### src/rtl/dec_stage.sv
// RV32I/RV32E decode stage: combinational decode captured into a registered output
// slot, with an optional skid entry so in_ready can come straight from a flop.
module dec_stage #(
    parameter int E_MODE = 0,
    parameter int SKID = 1,
    localparam int REG_ID_W = 5
) (
    input  logic                clock,
    input  logic                reset_n,
    input  logic                flush,
    input  logic                in_valid,
    output logic                in_ready,
    input  logic [31:0]         in_inst,
    input  logic [31:0]         in_pc,
    output logic                out_valid,
    input  logic                out_ready,
    output logic [31:0]         out_pc,
    output logic [REG_ID_W-1:0] rd,
    output logic [REG_ID_W-1:0] rs1,
    output logic [REG_ID_W-1:0] rs2,
    output logic [31:0]         imm,
    output logic [3:0]          alu_op,
    output logic [2:0]          br_funct,
    output logic [3:0]          mem_wbmask,
    output logic                is_mem_sign,
    output logic [3:0]          inst_type,
    output logic                reg_we,
    output logic                ebreak,
    output logic                ecall,
    output logic                illegal
);

    typedef enum logic [6:0] {
        OPC_LOAD     = 7'b0000011,
        OPC_MISC_MEM = 7'b0001111,
        OPC_OP_IMM   = 7'b0010011,
        OPC_AUIPC    = 7'b0010111,
        OPC_STORE    = 7'b0100011,
        OPC_OP       = 7'b0110011,
        OPC_LUI      = 7'b0110111,
        OPC_BRANCH   = 7'b1100011,
        OPC_JALR     = 7'b1100111,
        OPC_JAL      = 7'b1101111,
        OPC_SYSTEM   = 7'b1110011
    } opcode_e;

    // Load types occupy codes 0..3 as {0, funct3[1:0]}.
    typedef enum logic [3:0] {
        INST_IMM    = 4'd4,
        INST_REG    = 4'd5,
        INST_STORE  = 4'd6,
        INST_UPP    = 4'd7,
        INST_JUMP   = 4'd8,
        INST_BRANCH = 4'd9,
        INST_JAL    = 4'd10,
        INST_AUIPC  = 4'd11,
        INST_NOP    = 4'd12
    } inst_type_e;

    typedef enum logic [1:0] {
        OCC_EMPTY,
        OCC_MAIN,
        OCC_FULL
    } occ_e;

    typedef struct packed {
        logic [31:0]         pc;
        logic [REG_ID_W-1:0] rd;
        logic [REG_ID_W-1:0] rs1;
        logic [REG_ID_W-1:0] rs2;
        logic [31:0]         imm;
        logic [3:0]          alu_op;
        logic [2:0]          br_funct;
        logic [3:0]          mem_wbmask;
        logic                is_mem_sign;
        logic [3:0]          inst_type;
        logic                reg_we;
        logic                ebreak;
        logic                ecall;
        logic                illegal;
    } dec_t;

    localparam logic [31:0] ECALL_WORD  = 32'h0000_0073;
    localparam logic [31:0] EBREAK_WORD = 32'h0010_0073;

    logic [31:0] imm_i, imm_s, imm_b, imm_u, imm_j;
    logic [2:0]  f3;
    logic [3:0]  kind, wbmask;
    logic        legal, writes, use_rd, use_rs1, use_rs2;
    dec_t        dec, main_q, skid_q;
    occ_e        state, state_d;
    logic        accept, pop, main_load, main_from_skid, skid_load;

    assign f3    = in_inst[14:12];
    assign imm_i = {{20{in_inst[31]}}, in_inst[31:20]};
    assign imm_s = {{20{in_inst[31]}}, in_inst[31:25], in_inst[11:7]};
    assign imm_b = {{19{in_inst[31]}}, in_inst[31], in_inst[7], in_inst[30:25], in_inst[11:8], 1'b0};
    assign imm_u = {in_inst[31:12], 12'b0};
    assign imm_j = {{11{in_inst[31]}}, in_inst[31], in_inst[19:12], in_inst[20], in_inst[30:21], 1'b0};

    always_comb begin
        dec             = '0;
        dec.pc          = in_pc;
        dec.rd          = in_inst[11:7];
        dec.rs1         = in_inst[19:15];
        dec.rs2         = in_inst[24:20];
        dec.is_mem_sign = ~f3[2];
        legal   = 1'b1;
        writes  = 1'b0;
        use_rd  = 1'b0;
        use_rs1 = 1'b0;
        use_rs2 = 1'b0;
        kind    = INST_NOP;
        wbmask  = '0;
        case (in_inst[6:0])
            OPC_LOAD: begin
                dec.imm = imm_i;
                kind    = {2'b00, f3[1:0]};
                writes  = 1'b1;
                use_rd  = 1'b1;
                use_rs1 = 1'b1;
                legal   = !(f3 inside {3'b011, 3'b110, 3'b111});
            end
            OPC_MISC_MEM: kind = INST_NOP;
            OPC_OP_IMM: begin
                dec.imm    = imm_i;
                dec.alu_op = {in_inst[30] & (f3 == 3'b101), f3};
                kind       = INST_IMM;
                writes     = 1'b1;
                use_rd     = 1'b1;
                use_rs1    = 1'b1;
            end
            OPC_AUIPC: begin
                dec.imm = imm_u;
                kind    = INST_AUIPC;
                writes  = 1'b1;
                use_rd  = 1'b1;
            end
            OPC_STORE: begin
                dec.imm = imm_s;
                kind    = INST_STORE;
                use_rs1 = 1'b1;
                use_rs2 = 1'b1;
                legal   = (f3 <= 3'b010);
                case (f3)
                    3'b000:  wbmask = 4'b0001;
                    3'b001:  wbmask = 4'b0011;
                    3'b010:  wbmask = 4'b1111;
                    default: wbmask = 4'b0000;
                endcase
            end
            OPC_OP: begin
                dec.alu_op = {in_inst[30], f3};
                kind       = INST_REG;
                writes     = 1'b1;
                use_rd     = 1'b1;
                use_rs1    = 1'b1;
                use_rs2    = 1'b1;
            end
            OPC_LUI: begin
                dec.imm = imm_u;
                kind    = INST_UPP;
                writes  = 1'b1;
                use_rd  = 1'b1;
            end
            OPC_BRANCH: begin
                dec.imm      = imm_b;
                dec.br_funct = f3;
                kind         = INST_BRANCH;
                use_rs1      = 1'b1;
                use_rs2      = 1'b1;
                legal        = !(f3 inside {3'b010, 3'b011});
            end
            OPC_JALR: begin
                dec.imm = imm_i;
                kind    = INST_JUMP;
                writes  = 1'b1;
                use_rd  = 1'b1;
                use_rs1 = 1'b1;
                legal   = (f3 == 3'b000);
            end
            OPC_JAL: begin
                dec.imm = imm_j;
                kind    = INST_JAL;
                writes  = 1'b1;
                use_rd  = 1'b1;
            end
            OPC_SYSTEM: legal = (in_inst == ECALL_WORD) || (in_inst == EBREAK_WORD);
            default:    legal = 1'b0;
        endcase
        // RV32E only has x0..x15; unused fields may hold anything.
        if (E_MODE != 0 && ((use_rd && in_inst[11]) || (use_rs1 && in_inst[19]) ||
                            (use_rs2 && in_inst[24])))
            legal = 1'b0;
        dec.illegal    = ~legal;
        dec.inst_type  = legal ? kind : INST_NOP;
        dec.mem_wbmask = legal ? wbmask : 4'b0000;
        dec.reg_we     = legal & writes & (in_inst[11:7] != '0);
        dec.ebreak     = legal & (in_inst == EBREAK_WORD);
        dec.ecall      = legal & (in_inst == ECALL_WORD);
    end

    assign out_valid = (state != OCC_EMPTY);
    assign in_ready  = (SKID != 0) ? (state != OCC_FULL) : ((state == OCC_EMPTY) || out_ready);
    assign accept    = in_valid & in_ready & ~flush;
    assign pop       = (state != OCC_EMPTY) & out_ready;

    always_ff @(posedge clock or negedge reset_n) begin
        if (!reset_n) state <= OCC_EMPTY;
        else          state <= state_d;
    end

    always_comb begin
        state_d = state;
        if (flush) begin
            state_d = OCC_EMPTY;
        end else begin
            case (state)
                OCC_EMPTY: if (accept) state_d = OCC_MAIN;
                OCC_MAIN: begin
                    if (pop && !accept)      state_d = OCC_EMPTY;
                    else if (!pop && accept) state_d = OCC_FULL;
                end
                OCC_FULL:  if (pop && !accept) state_d = OCC_MAIN;
                default:   state_d = OCC_EMPTY;
            endcase
        end
    end

    // On a pop from FULL the older skid entry moves up and a new beat refills skid.
    always_comb begin
        main_load      = accept && ((state == OCC_EMPTY) || (state == OCC_MAIN && pop));
        main_from_skid = !flush && (state == OCC_FULL) && pop;
        skid_load      = accept && ((state == OCC_MAIN && !pop) || (state == OCC_FULL && pop));
    end

    always_ff @(posedge clock or negedge reset_n) begin
        if (!reset_n) begin
            main_q <= '0;
            skid_q <= '0;
        end else begin
            if (main_load)           main_q <= dec;
            else if (main_from_skid) main_q <= skid_q;
            if (skid_load)           skid_q <= dec;
        end
    end

    assign out_pc      = main_q.pc;
    assign rd          = main_q.rd;
    assign rs1         = main_q.rs1;
    assign rs2         = main_q.rs2;
    assign imm         = main_q.imm;
    assign alu_op      = main_q.alu_op;
    assign br_funct    = main_q.br_funct;
    assign mem_wbmask  = main_q.mem_wbmask;
    assign is_mem_sign = main_q.is_mem_sign;
    assign inst_type   = main_q.inst_type;
    assign reg_we      = main_q.reg_we;
    assign ebreak      = main_q.ebreak;
    assign ecall       = main_q.ecall;
    assign illegal     = main_q.illegal;

endmodule

### config.mk
export PLATFORM = sky130hd
export DESIGN_NAME = dec_stage
export DESIGN_NICKNAME = d
export VERILOG_FILES = /design/src/rtl/dec_stage.sv
export SDC_FILE = /design/constraint.sdc
export NUM_CORES = 1
export LEC_CHECK = 0
export ABC_CLOCK_PERIOD_IN_PS = 3700
export BUFFER_PORTS_ARGS = -buffer_cell sky130_fd_sc_hd__buf_2
export CAP_MARGIN = 25
export CORE_ASPECT_RATIO = 1.75
export CORE_MARGIN = 2
export CORE_UTILIZATION = 50
export DETAILED_ROUTE_END_ITERATION = 6
export PLACE_DENSITY = 0.74
export REMOVE_ABC_BUFFERS = 1
export SLEW_MARGIN = 20
export SYNTH_ARGS = -nofsm -noshare
export SYNTH_HDL_FRONTEND = slang
export SYNTH_SLANG_ARGS = --single-unit
### constraint.sdc
create_clock -name clock -period 3.7 [get_ports clock]
set_clock_uncertainty 0.15 [all_clocks]
set_input_delay 0.74 -clock clock [delete_from_list [all_inputs] [get_ports clock]]
set_output_delay 0.74 -clock clock [all_outputs]
set_load 0.1 [all_outputs]
**Yosys cells after proc, flatten, opt, wreduce, memory -nomap -nowiden**

Cells that the tools add are included.

- Bits of input ports: 69
- Register bits after elaboration: 200

- Equal/unequal tests: 25
- Bitwise logic cells: 11
- Reductions and logical operators: 29
- Magnitude comparators: 1
- Mux-type cells: 18

Operators by type and width:

| kind | number |
|---|---|
| 99-bit two-way mux | 2 |
| 32-bit one-hot mux with 5 select lines | 1 |
| 4-bit one-hot mux with 9 select lines | 1 |
| 32-bit by 21-bit == test with 1-bit output, second input constant | 1 |
| 32-bit by 7-bit == test with 1-bit output, second input constant | 1 |
| 7-bit == test, second input constant | 4 |
| 7-bit by 6-bit == test with 1-bit output, second input constant | 3 |
| 7-bit by 5-bit == test with 1-bit output, second input constant | 2 |
| 4-bit two-way mux | 3 |
| 4-bit one-hot mux with 3 select lines | 1 |
| 2-bit two-way mux | 5 |
| 3-bit == test, second input constant | 3 |
| 1-bit logical AND | 9 |
| 1-bit bitwise AND | 8 |
| 4-bit one-hot mux with 2 select lines | 1 |
| 7-bit by 2-bit == test with 1-bit output, second input constant | 1 |
| 7-bit by 4-bit == test with 1-bit output, second input constant | 1 |
| 7-bit OR reduction | 1 |
| 3-bit by 2-bit == test with 1-bit output, second input constant | 2 |
| 3-bit inequality test, second input constant | 2 |
| 1-bit one-hot mux with 6 select lines | 1 |
| 2-bit one-hot mux with 3 select lines | 1 |
| 2-bit nonzero test | 3 |
| 6-bit OR reduction | 1 |
| other kinds (18) | 26 |

**Longest topological paths before layout**

Gate-level depths: netlist of the first run.

- Word-level depth: 8
- Mapped depth: 8
- Depth with buffers taken out: 6

**Worst setup path before layout of the first run**

OpenSTA, ideal clock, no wires.

- Kind: reg-to-reg
- From: register state[1]
- To: register main_q, in the netlist out_pc[0]
- Data required time: 3.482 ns
- Buffers on the path: 2
- Arrival time: 2.368 ns
- Path slack: 1.113 ns
- Cell stages (with the launch flop): 9
- Path through: dfrtp_1 > nor2b_1 > inv_1 > nor3b_2 > nor2_1 > buf_2 > clkbuf_1 > nand2_1 > nand2_1

- Elaborated cells on any way between the ends: 15
- Classes of those cells: eq/ne: 3; mux: 1; bitwise: 3; reduce/logical: 8

RTL lines:

| what | RTL line | source |
|---|---|---|
| start: declaration | 91 | `occ_e state, state_d;` |
| start signal: assignment | 210 | `else state <= state_d;` |
| 2-bit inequality test * | 204 | `assign in_ready = (SKID != 0) ? (state != OCC_FULL) : ((state == OCC_EMPTY) \|\| out_ready);` |
| named net in_ready | 12 | `output logic in_ready,` |
| 1-bit bitwise AND * (2 in a row) | 205 | `assign accept = in_valid & in_ready & ~flush;` |
| 1-bit logical AND * | 232 | `main_load = accept && ((state == OCC_EMPTY) \|\| (state == OCC_MAIN && pop));` |
| 99-bit two-way mux / 2-bit nonzero test (equally long branches) | - |  |
| end signal: assignment | 243 | `else if (main_from_skid) main_q <= skid_q;` |
| end: declaration | 90 | `dec_t dec, main_q, skid_q;` |

The timed path passes the listed nets; every way through them passes the cells marked *.
A chain may end at the register's enable or synchronous reset.

**Final worst setup path of the first run**

- From: register state[1]
- To: output in_ready

- Word-level cells in the longest chain between the ends: 1

Ends and longest elaborated chain:

| what | RTL line |
|---|---|
| 2-bit inequality test | 204 |
| end: declaration | 12 |

No other way between the ends.

==> out/qor.txt, run 1 <==
WL/cell - 17.1 um
Placed instance count - 1245
Clk sinks - 198
Die Width - 103 um
Reg clk slew, reported paths - 0.08 ns
Overall routing resource usage - 25.2%
DP HPWL - 14.1 mm
Largest net degree at the start of global routing - 91
Share of layout cells above drive strength 1 - 22.0%
Hold_ws - 0.167 ns
Area contributors post-synth - dfrtp_1 (58%), nand2_1 (14%), a22oi_1 (7.4%)
Via count - 7132
Syn-to-layout area delta - 19.7%
Warnings from Yosys - 0
Static Leak - 0.00510 uW
Seq cells post-synth - 198
Tightest Hold Check Type - in2async
Vias in the first global route - 6941
Peak fanout along the critical path - 5
DR iter-0 viols - 368
Post-synthesis mux area share - 0.368%
Final hold vios - 0
Crit end category - output port
Final Util - 60.5%
Clk buf depth - 2
Final setup fails - 0
Area leader, netlist - dfrtp_1
Worst EP required - 2.81 ns
Comb pwr share - 24.3%
Max Clk Rate - 407 MHz
Grt ovf - 0
Synth Area in Compound Gates - 18.5%
Crit share post-route - 66.5%
Total CTS buffers - 17
Die area - 0.0181 mm^2
DRC Markers - 0
P_int - 3590 uW
Distinct cell type count after synthesis - 50
Sequential Power Share - 43.9%
Post-route minimum period - 2.46 ns
Startpoint types - register
Critical path type - reg2out
Nets@finish - 1106
Synth Cell Area - 0.00849 mm^2
R2R Path Start - state[0]$_DFFE_PN0P_
Via-per-instance ratio - 5.58
Post-Synth Simple-Gate Area - 19.3%
Commonest non-fill, non-tap cell in the layout - nand2_1
Total number of H-tree levels - 4
Cells after Synth - 899
Peak supply drop - 0.318 mV
Most frequent cells in the layout - nand2_1 (307), dfrtp_1 (198), buf_2 (168), a22oi_1 (84), o21ai_0 (75)
Outcome - finished clean
Switching share of power - 38.4%
Syn_area_per_cell - 9.44 um^2
Rows - 63
Max cap viols - 0
Slew at the pin closest to its max-slew limit - 0.891 ns
Post-Synth Adder-Cell Area - 0%
1st-pass router iterations - 5
Max-slew violation count - 0
Initial antenna violation count - 1
Starting density of the core - 50.6%
Final WL - 21.8 mm
Number of I/O pins - 170
Synth Area in XOR/XNOR - 0.206%
Combinational family with the most area after synthesis - simple AND/OR/NAND/NOR gates
Relative slew slack - 40.6%
Part of the Yosys area used for sequential elements - 58.4%
Clk network pwr share - 31.8%
Post-CTS sizing - 0
Synth top area share - 58.4%
Critical Path Start - state[1]$_DFFE_PN0P_
CTS tree - done
Clock Tree Root - clkbuf_16
DP Worst Slack - 0.849 ns
Worst setup margin - 1.24 ns
Non-Filler Instances - 1278
Routed Antenna Nets - 0
# port buffers - 169
Number of setup buffers added after CTS - 0
CTS Hold Buffers Added - 0
PwrDens - 574 mW/mm^2
Pwr Total - 5830 uW
Global-route wire length before repair - 35.7 mm
Crit-path cells - nor2b_1 > inv_1 > buf_2
Worst EP arrival - 1.57 ns
Clk_lat worst skew - 0.44 ns
RSZ-0062 raised after global routing - false
Net load switching power - 2240 uW
Crit path max-delay cell type - buf_2
Placer congestion estimate - 0.842
Core area - 0.0168 mm^2
Die span in y - 176 um
Max incr delay on CP - 0.44 ns
## path summary, 6_finish.rpt
path | to | slack [ns] | depth (start not counted)
worst max-delay path | in_ready | 1.24 | 3
max in group asynchronous | skid_q[84]$_DFFE_PN0P_ | 2.42 | 2
worst max register to register | inst_type[2]$_DFFE_PN0P_ | 1.43 | 7
worst min-delay path | skid_q[67]$_DFFE_PN0P_ | 0.17 | 1
min in group clock | out_pc[21]$_DFFE_PN0P_ | 0.32 | 2
worst min register to register | out_pc[21]$_DFFE_PN0P_ | 0.32 | 2
## layer usage
layer / global-route usage (%) / up-vias / wire length [um] / part of all wire [%]
met1: 31.9 / 3464 / 8940 / 41
met4: 10.2 / 0 / 812 / 3.7
met3: 5.30 / 55 / 1040 / 4.8
met2: 41.8 / 225 / 11000 / 50
li1: - / 3388 / - / -
met5: 0 / - / 0 / 0
## registers in the layout, summed over array words and instances (netlist names)
| signal | count |
|---|---|
| inst_type | 4 |
| state | 2 |
| illegal | 1 |
| imm | 32 |
| is_mem_sign | 1 |
| out_pc | 32 |
| br_funct | 3 |
| skid_q | 98 |
| rs1 | 5 |
| rs2 | 5 |
| alu_op | 4 |
| ecall | 1 |
| reg_we | 1 |
| rd | 5 |
| mem_wbmask | 3 |
| ebreak | 1 |
## worst max-delay path: cells and delay by family, from the launching register on
kind | cells | cell delay [ns]
buffers and inverters | 2 | 0.55
DFF | 1 | 0.41
and+or+nand+nor | 1 | 0.16
## kinds of logic (layout without fill, tap and decap cells)
group,after synthesis,count (layout)
compound gates,243,243
xor+xnor,2,2
buf+inv,68,219
flops,198,198
mux,3,3
other cells,0,1
simple gates,385,385
## through the flow
stage | cell area, um^2 | setup TNS, ns
2_1_floorplan | 8220 | -468.66
3_3_place_gp | 9550 | 0
3_5_place_dp | 9550 | 0
4_1_cts | 10200 | 0
5_1_grt | 10200 | 0
6_report | 10200 | 0
## synth_stat cells (all sizes together)
| cell type | instances |
|---|---|
| nand4 | 3 |
| nand2 | 307 |
| nor4b | 1 |
| or4 | 1 |
| or3b | 1 |
| buf | 20 |
| nand3 | 7 |
| and4 | 1 |
| xor2 | 1 |
| nand4bb | 1 |
| nor3b | 4 |
| a22o | 10 |
| nor4 | 7 |
| a21oi | 34 |
| a32oi | 7 |
| o22ai | 1 |
| a211oi | 6 |
| xnor2 | 1 |
| dfrtp | 198 |
| nor2b | 8 |
| o21a | 1 |
| or3 | 4 |
| o21bai | 1 |
| a211o | 1 |
| mux2 | 1 |
| a22oi | 84 |
| nand4b | 2 |
| nand2b | 7 |
| o31ai | 8 |
| o21ai | 77 |
| a21o | 7 |
| clkbuf | 46 |
| nand3b | 2 |
| and3 | 1 |
| a221o | 1 |
| nor2 | 18 |
| a31oi | 5 |
| mux2i | 2 |
| inv | 2 |
| nor3 | 9 |
| or2 | 1 |
## layout make-up
class / count / area, um^2
fillers: 1499 / 6630
flip-flops and latches: 198 / 4950
multi-input cells: 633 / 3280
repair buffers: 185 / 1020
clock buffers: 17 / 425
well taps: 227 / 284
clock inverters: 15 / 179
inverters: 2 / 7.51
diodes: 1 / 2.50
## power by group through the flow
stage	logic, uW	clock network [uW]	registers [uW]
2_1_floorplan	307	0	3360
3_3_place_gp	1410	0	2590
3_5_place_dp	1420	0	2600
4_1_cts	1430	1890	2560
5_1_grt	1520	1990	2600
6_report	1420	1850	2560
(Power assumes the default switching activity.)
==> run 2, diff against run 1 <==
--- a/config.mk
+++ b/config.mk
@@ -5,14 +5,14 @@
 export SDC_FILE = /design/constraint.sdc
 export NUM_CORES = 1
 export LEC_CHECK = 0
-export ABC_CLOCK_PERIOD_IN_PS = 3700
+export ABC_CLOCK_PERIOD_IN_PS = 2200
 export BUFFER_PORTS_ARGS = -buffer_cell sky130_fd_sc_hd__buf_2
 export CAP_MARGIN = 25
 export CORE_ASPECT_RATIO = 1.75
 export CORE_MARGIN = 2
 export CORE_UTILIZATION = 50
 export DETAILED_ROUTE_END_ITERATION = 6
-export PLACE_DENSITY = 0.74
+export PLACE_DENSITY = 0.76
 export REMOVE_ABC_BUFFERS = 1
 export SLEW_MARGIN = 20
 export SYNTH_ARGS = -nofsm -noshare
==> constraint.sdc (replaced) <==
create_clock -name clock -period 2.2 [get_ports clock]
set_clock_uncertainty 0.15 [all_clocks]
set_input_delay 0.44 -clock clock [delete_from_list [all_inputs] [get_ports clock]]
set_output_delay 0.44 -clock clock [all_outputs]
set_load 0.1 [all_outputs]
==> out/qor.txt, run 2 (same netlist as run 1, synthesis figures left out) <==
Outcome - finished clean
Slew at the pin closest to its max-slew limit - 0.894 ns
Critical path type - reg2out
Static Leak - 0.00538 uW
Overall routing resource usage - 25.6%
Most frequent cells in the layout - nand2_1 (307), dfrtp_1 (198), buf_2 (168), a22oi_1 (84), o21ai_0 (71)
Peak supply drop - 0.516 mV
Post-route minimum period - 2.15 ns
Starting density of the core - 50.6%
Final setup fails - 0
Max Clk Rate - 465 MHz
Number of setup buffers added after CTS - 0
Number of I/O pins - 170
DP HPWL - 15.2 mm
Global-route wire length before repair - 36.0 mm
Initial antenna violation count - 1
Syn-to-layout area delta - 25.0%
Hold_ws - 0.0653 ns
Crit share post-route - 97.8%
Via-per-instance ratio - 5.51
Nets@finish - 1160
Die area - 0.0181 mm^2
# port buffers - 169
Rows - 63
R2R Path Start - state[1]$_DFFE_PN0P_
Via count - 7335
Reg-to-reg critical path endpoint - imm[2]$_DFFE_PN0P_
Routed Antenna Nets - 0
1st-pass router iterations - 6
Clk buf depth - 2
Commonest non-fill, non-tap cell in the layout - nand2_1
Crit path to - out_valid
Placer congestion estimate - 0.898
Total number of H-tree levels - 4
Grt ovf - 0
Worst EP required - 1.61 ns
Peak fanout along the critical path - 4
Vias in the first global route - 7092
Critical Path Start - state[0]$_DFFE_PN0P_
Max cap viols - 0
Tightest Hold Check Type - in2reg
Clk_lat worst skew - 0.43 ns
Largest net degree at the start of global routing - 103
Crit end category - output port
Clock Tree Root - clkbuf_16
R2R cell count - 7
Die Width - 103 um
Relative slew slack - 40.3%
Placed instance count - 1298
Non-Filler Instances - 1332
Total CTS buffers - 17
Core area - 0.0168 mm^2
CTS tree - done
Share of layout cells above drive strength 1 - 26.0%
Final WL - 22.6 mm
RSZ-0062 raised after global routing - true
Final hold vios - 0
DR iter-0 viols - 482
Max-slew violation count - 0
Startpoint types - register
Top reg by flops - skid_q
PwrDens - 913 mW/mm^2
Die span in y - 176 um
DRC Markers - 0
Worst EP arrival - 1.56 ns
Reg clk slew, reported paths - 0.08 ns
Clk sinks - 198
R2r setup slk - 0.12 ns
WL/cell - 17.0 um
Max reg flops - 98
## run 2: cell types whose count changed in the layout (fill, tap and decap cells not counted), sizes merged
cell         change
diode            +1
clkinv           -1
buf             +53
dlygate4sd3      +1
## run 2: routing by layer
layer	global-route usage, %	part of all wire, %	up-vias
met1	32.5	39	3537
met2	42.8	52	248
met5	0	0	-
met4	10.4	3.1	0
li1	-	-	3499
met3	4.63	5.3	51
## run 2: power by group
group / switching (uW) / internal, uW
registers: 231 / 4080
logic: 1980 / 491
clock network: 1430 / 1470
total: 3640 / 6050
## run 2: cell type report
type	instances	area [um^2]
antenna	2	5.00
clock buffer	17	425
clock inverter	14	116
fill	1463	6180
inverter	2	7.51
multi-input combinational	633	3300
sequential	198	4950
tap	227	284
timing repair buffer	239	1510
## run 2: per-stage QoR
| stage | setup WS (ns) | TNS, ns | utilization (%) | cell area (um^2) | total power [uW] |
|---|---|---|---|---|---|
| final | 0.0484 | 0 | 63.2 | 10600 | 9690 |
| after global routing | -0.0306 | -0.221 | 63.2 | 10600 | 10100 |
| after global placement | -0.552 | -7.92 | 59.7 | 10000 | 6800 |
| after detailed placement | -0.583 | -8.01 | 59.7 | 10000 | 6850 |
| after floorplan | -6.10 | -700.16 | - | 8220 | 6170 |
| after CTS | 0.0183 | 0 | 63.0 | 10600 | 9770 |
## run 2: critical path, stage by stage (launching register included)
cell and delay, ns:
dfrtp_1 0.42, buf_4 0.16, or2_2 0.26, buf_2 0.29
## run 2: worst min path at each step
stage | from | endpoint | slack, ns | cells past startpoint
CTS | in_pc[15] | skid_q[82]$_DFFE_PN0P_ | 0.05 | 3
finish | in_pc[9] | skid_q[76]$_DFFE_PN0P_ | 0.07 | 3
global route | in_pc[26] | skid_q[93]$_DFFE_PN0P_ | 0.05 | 3
global placement | reset_n | alu_op[2]$_DFFE_PN0P_ | 0.29 | 1
floorplan | reset_n | alu_op[0]$_DFFE_PN0P_ | -0.006 | 0
detailed placement | reset_n | alu_op[2]$_DFFE_PN0P_ | 0.30 | 1
## run 2: repair_timing
| action | in CTS | in global routing |
|---|---|---|
| hold buffers | 1 | 0 |
| pin swaps | 0 | 0 |
| endpoints found under the hold margin | 51 | 0 |
| setup endpoints to repair | 14 | 57 |
| resized for setup | 1 | 9 |
| cloned | 0 | 0 |
==> run 3, diff against run 2 <==
--- a/config.mk
+++ b/config.mk
@@ -12,7 +12,7 @@
 export CORE_MARGIN = 2
 export CORE_UTILIZATION = 50
 export DETAILED_ROUTE_END_ITERATION = 6
-export PLACE_DENSITY = 0.76
+export PLACE_DENSITY = 0.88
 export REMOVE_ABC_BUFFERS = 1
 export SLEW_MARGIN = 20
 export SYNTH_ARGS = -nofsm -noshare
==> out/qor.txt, run 3 (same netlist as run 1, synthesis figures left out) <==
Outcome - finished clean
GRT met3 Usage - 4.71%
Worst setup margin - 0.0222 ns
P_int - 6170 uW
DP Worst Slack - -0.399 ns
Critical Path Start - in_inst[16]
Total number of H-tree levels - 4
Final setup TNS - 0 ns
Max Clk Rate - 459 MHz
Clk_lat worst skew - 0.43 ns
1st-pass router iterations - 7
Rows - 63
DR iter-0 viols - 597
Commonest non-fill, non-tap cell in the layout - nand2_1
Crit end category - register
# port buffers - 169
Comb pwr share - 25.3%
Crit share post-route - 99.0%
Sequential Power Share - 43.7%
Max reg flops - 98
Overall routing resource usage - 26.6%
Nets@finish - 1161
Max-slew violation count - 0
Via-per-instance ratio - 5.67
Die span in y - 176 um
Syn-to-layout area delta - 25.7%
Clk sinks - 198
Final WL - 23.7 mm
Placer congestion estimate - 0.846
GRT met1 Usage - 32.8%
Final setup fails - 0
Clk network pwr share - 30.9%
Reg clk slew, reported paths - 0.08 ns
Net load switching power - 3700 uW
Final Cell Area - 0.0107 mm^2
WL/cell - 17.8 um
Via count - 7559
DRC Markers - 0
Top reg by flops - skid_q
Pwr Total - 9870 uW
Static Leak - 0.00539 uW
Routed Antenna Nets - 0
Most frequent cells in the layout - nand2_1 (307), dfrtp_1 (198), buf_2 (167), a22oi_1 (84), o21ai_0 (73)
Hold Path Origin - in_pc[16]
RSZ-0062 raised after global routing - false
Max cap viols - 0
Cell Area, Placed - 0.0100 mm^2
Relative slew slack - 60.7%
Total CTS buffers - 17
Startpoint types - primary input
Clk buf depth - 2
Met2 Usage GRT - 44.8%
Final hold vios - 0
Peak fanout along the critical path - 6
Number of I/O pins - 170
Tightest Hold Check Type - in2reg
Core area - 0.0168 mm^2
Starting density of the core - 50.6%
Largest net degree at the start of global routing - 91
Layer with the highest usage - met2
PwrDens - 925 mW/mm^2
Worst EP required - 2.38 ns
R2R Path Start - state[0]$_DFFE_PN0P_
Initial antenna violation count - 0
Hold_ws - 0.0682 ns
CTS tree - done
DP HPWL - 15.8 mm
Share of layout cells above drive strength 1 - 25.8%
Global-route wire length before repair - 37.6 mm
Peak supply drop - 0.576 mV
Die area - 0.0181 mm^2
Critical path type - in2reg
Grt ovf - 0
Slew at the pin closest to its max-slew limit - 0.589 ns
Switching share of power - 37.5%
Clock Tree Root - clkbuf_16
Worst EP arrival - 2.36 ns
Vias in the first global route - 7476
Diodes inserted - 0
Die Width - 103 um
Post-route minimum period - 2.18 ns
run 3: changes by cell type in the layout (fill, tap and decap cells not counted), sizes merged:
cell	delta
clkbuf	+3
bufinv	+1
clkinv	-2
clkinvlp	+3
buf	-1
inv	-2
diode	-2
run 3: worst paths after layout:
check	to	slack (ns)	cells after the start
max	inst_type[1]$_DFFE_PN0P_	0.02	7
min	skid_q[83]$_DFFE_PN0P_	0.07	3
max reg2reg	inst_type[1]$_DFFE_PN0P_	0.15	6
min reg2reg	out_pc[8]$_DFFE_PN0P_	0.32	2
max in group asynchronous	imm[18]$_DFFE_PN0P_	0.92	3
min in group asynchronous	is_mem_sign$_DFFE_PN0P_	0.33	2
run 3: timing repair:
action	in CTS	in global routing
hold endpoints to repair	34	0
hold buffers	1	0
gates cloned	0	1
gates resized for setup	2	5
pin swaps	2	0
endpoints found under the setup margin	19	42
setup buffers	0	0
run 3: worst max-delay path, cell delays in order:
cell and delay [ns]:
buf_2 0.12, nor4_1 0.43, buf_4 0.19, nand4_1 0.14
or4_4 0.57, and4_4 0.24, o31ai_1 0.24
run 3: metrics by stage:
step / instances / utilization, %
global route: 1332 / 63.5
detailed placement: 1297 / 59.7
global placement: 1297 / 59.7
finish: 1332 / 63.5
CTS: 1330 / 63.2
floorplan: 833 / -
run 3: area by class of cell:
type                    count  area, um^2
fillers                  1364        6120
flip-flops and latches    198        4950
multi-input cells         633        3290
repair buffers            240        1560
clock buffers              18         429
well taps                 227         284
clock inverters            14         145
inverters                   2        7.51
run 3: power by group through the flow:
stage / Clock [uW] / Sequential, uW / Combinational (uW)
final: 3050 / 4320 / 2500
after global routing: 3260 / 4370 / 2650
after CTS: 3100 / 4320 / 2500
after detailed placement: 0 / 4380 / 2490
after global placement: 0 / 4360 / 2440
after floorplan: 0 / 5660 / 517
run 3: layer usage:
metal  routed length [um]  up-vias
met5                    0        -
met4                 1020        0
met3                 1340       65
met2                12100      319
met1                 9200     3677
li1                     -     3498
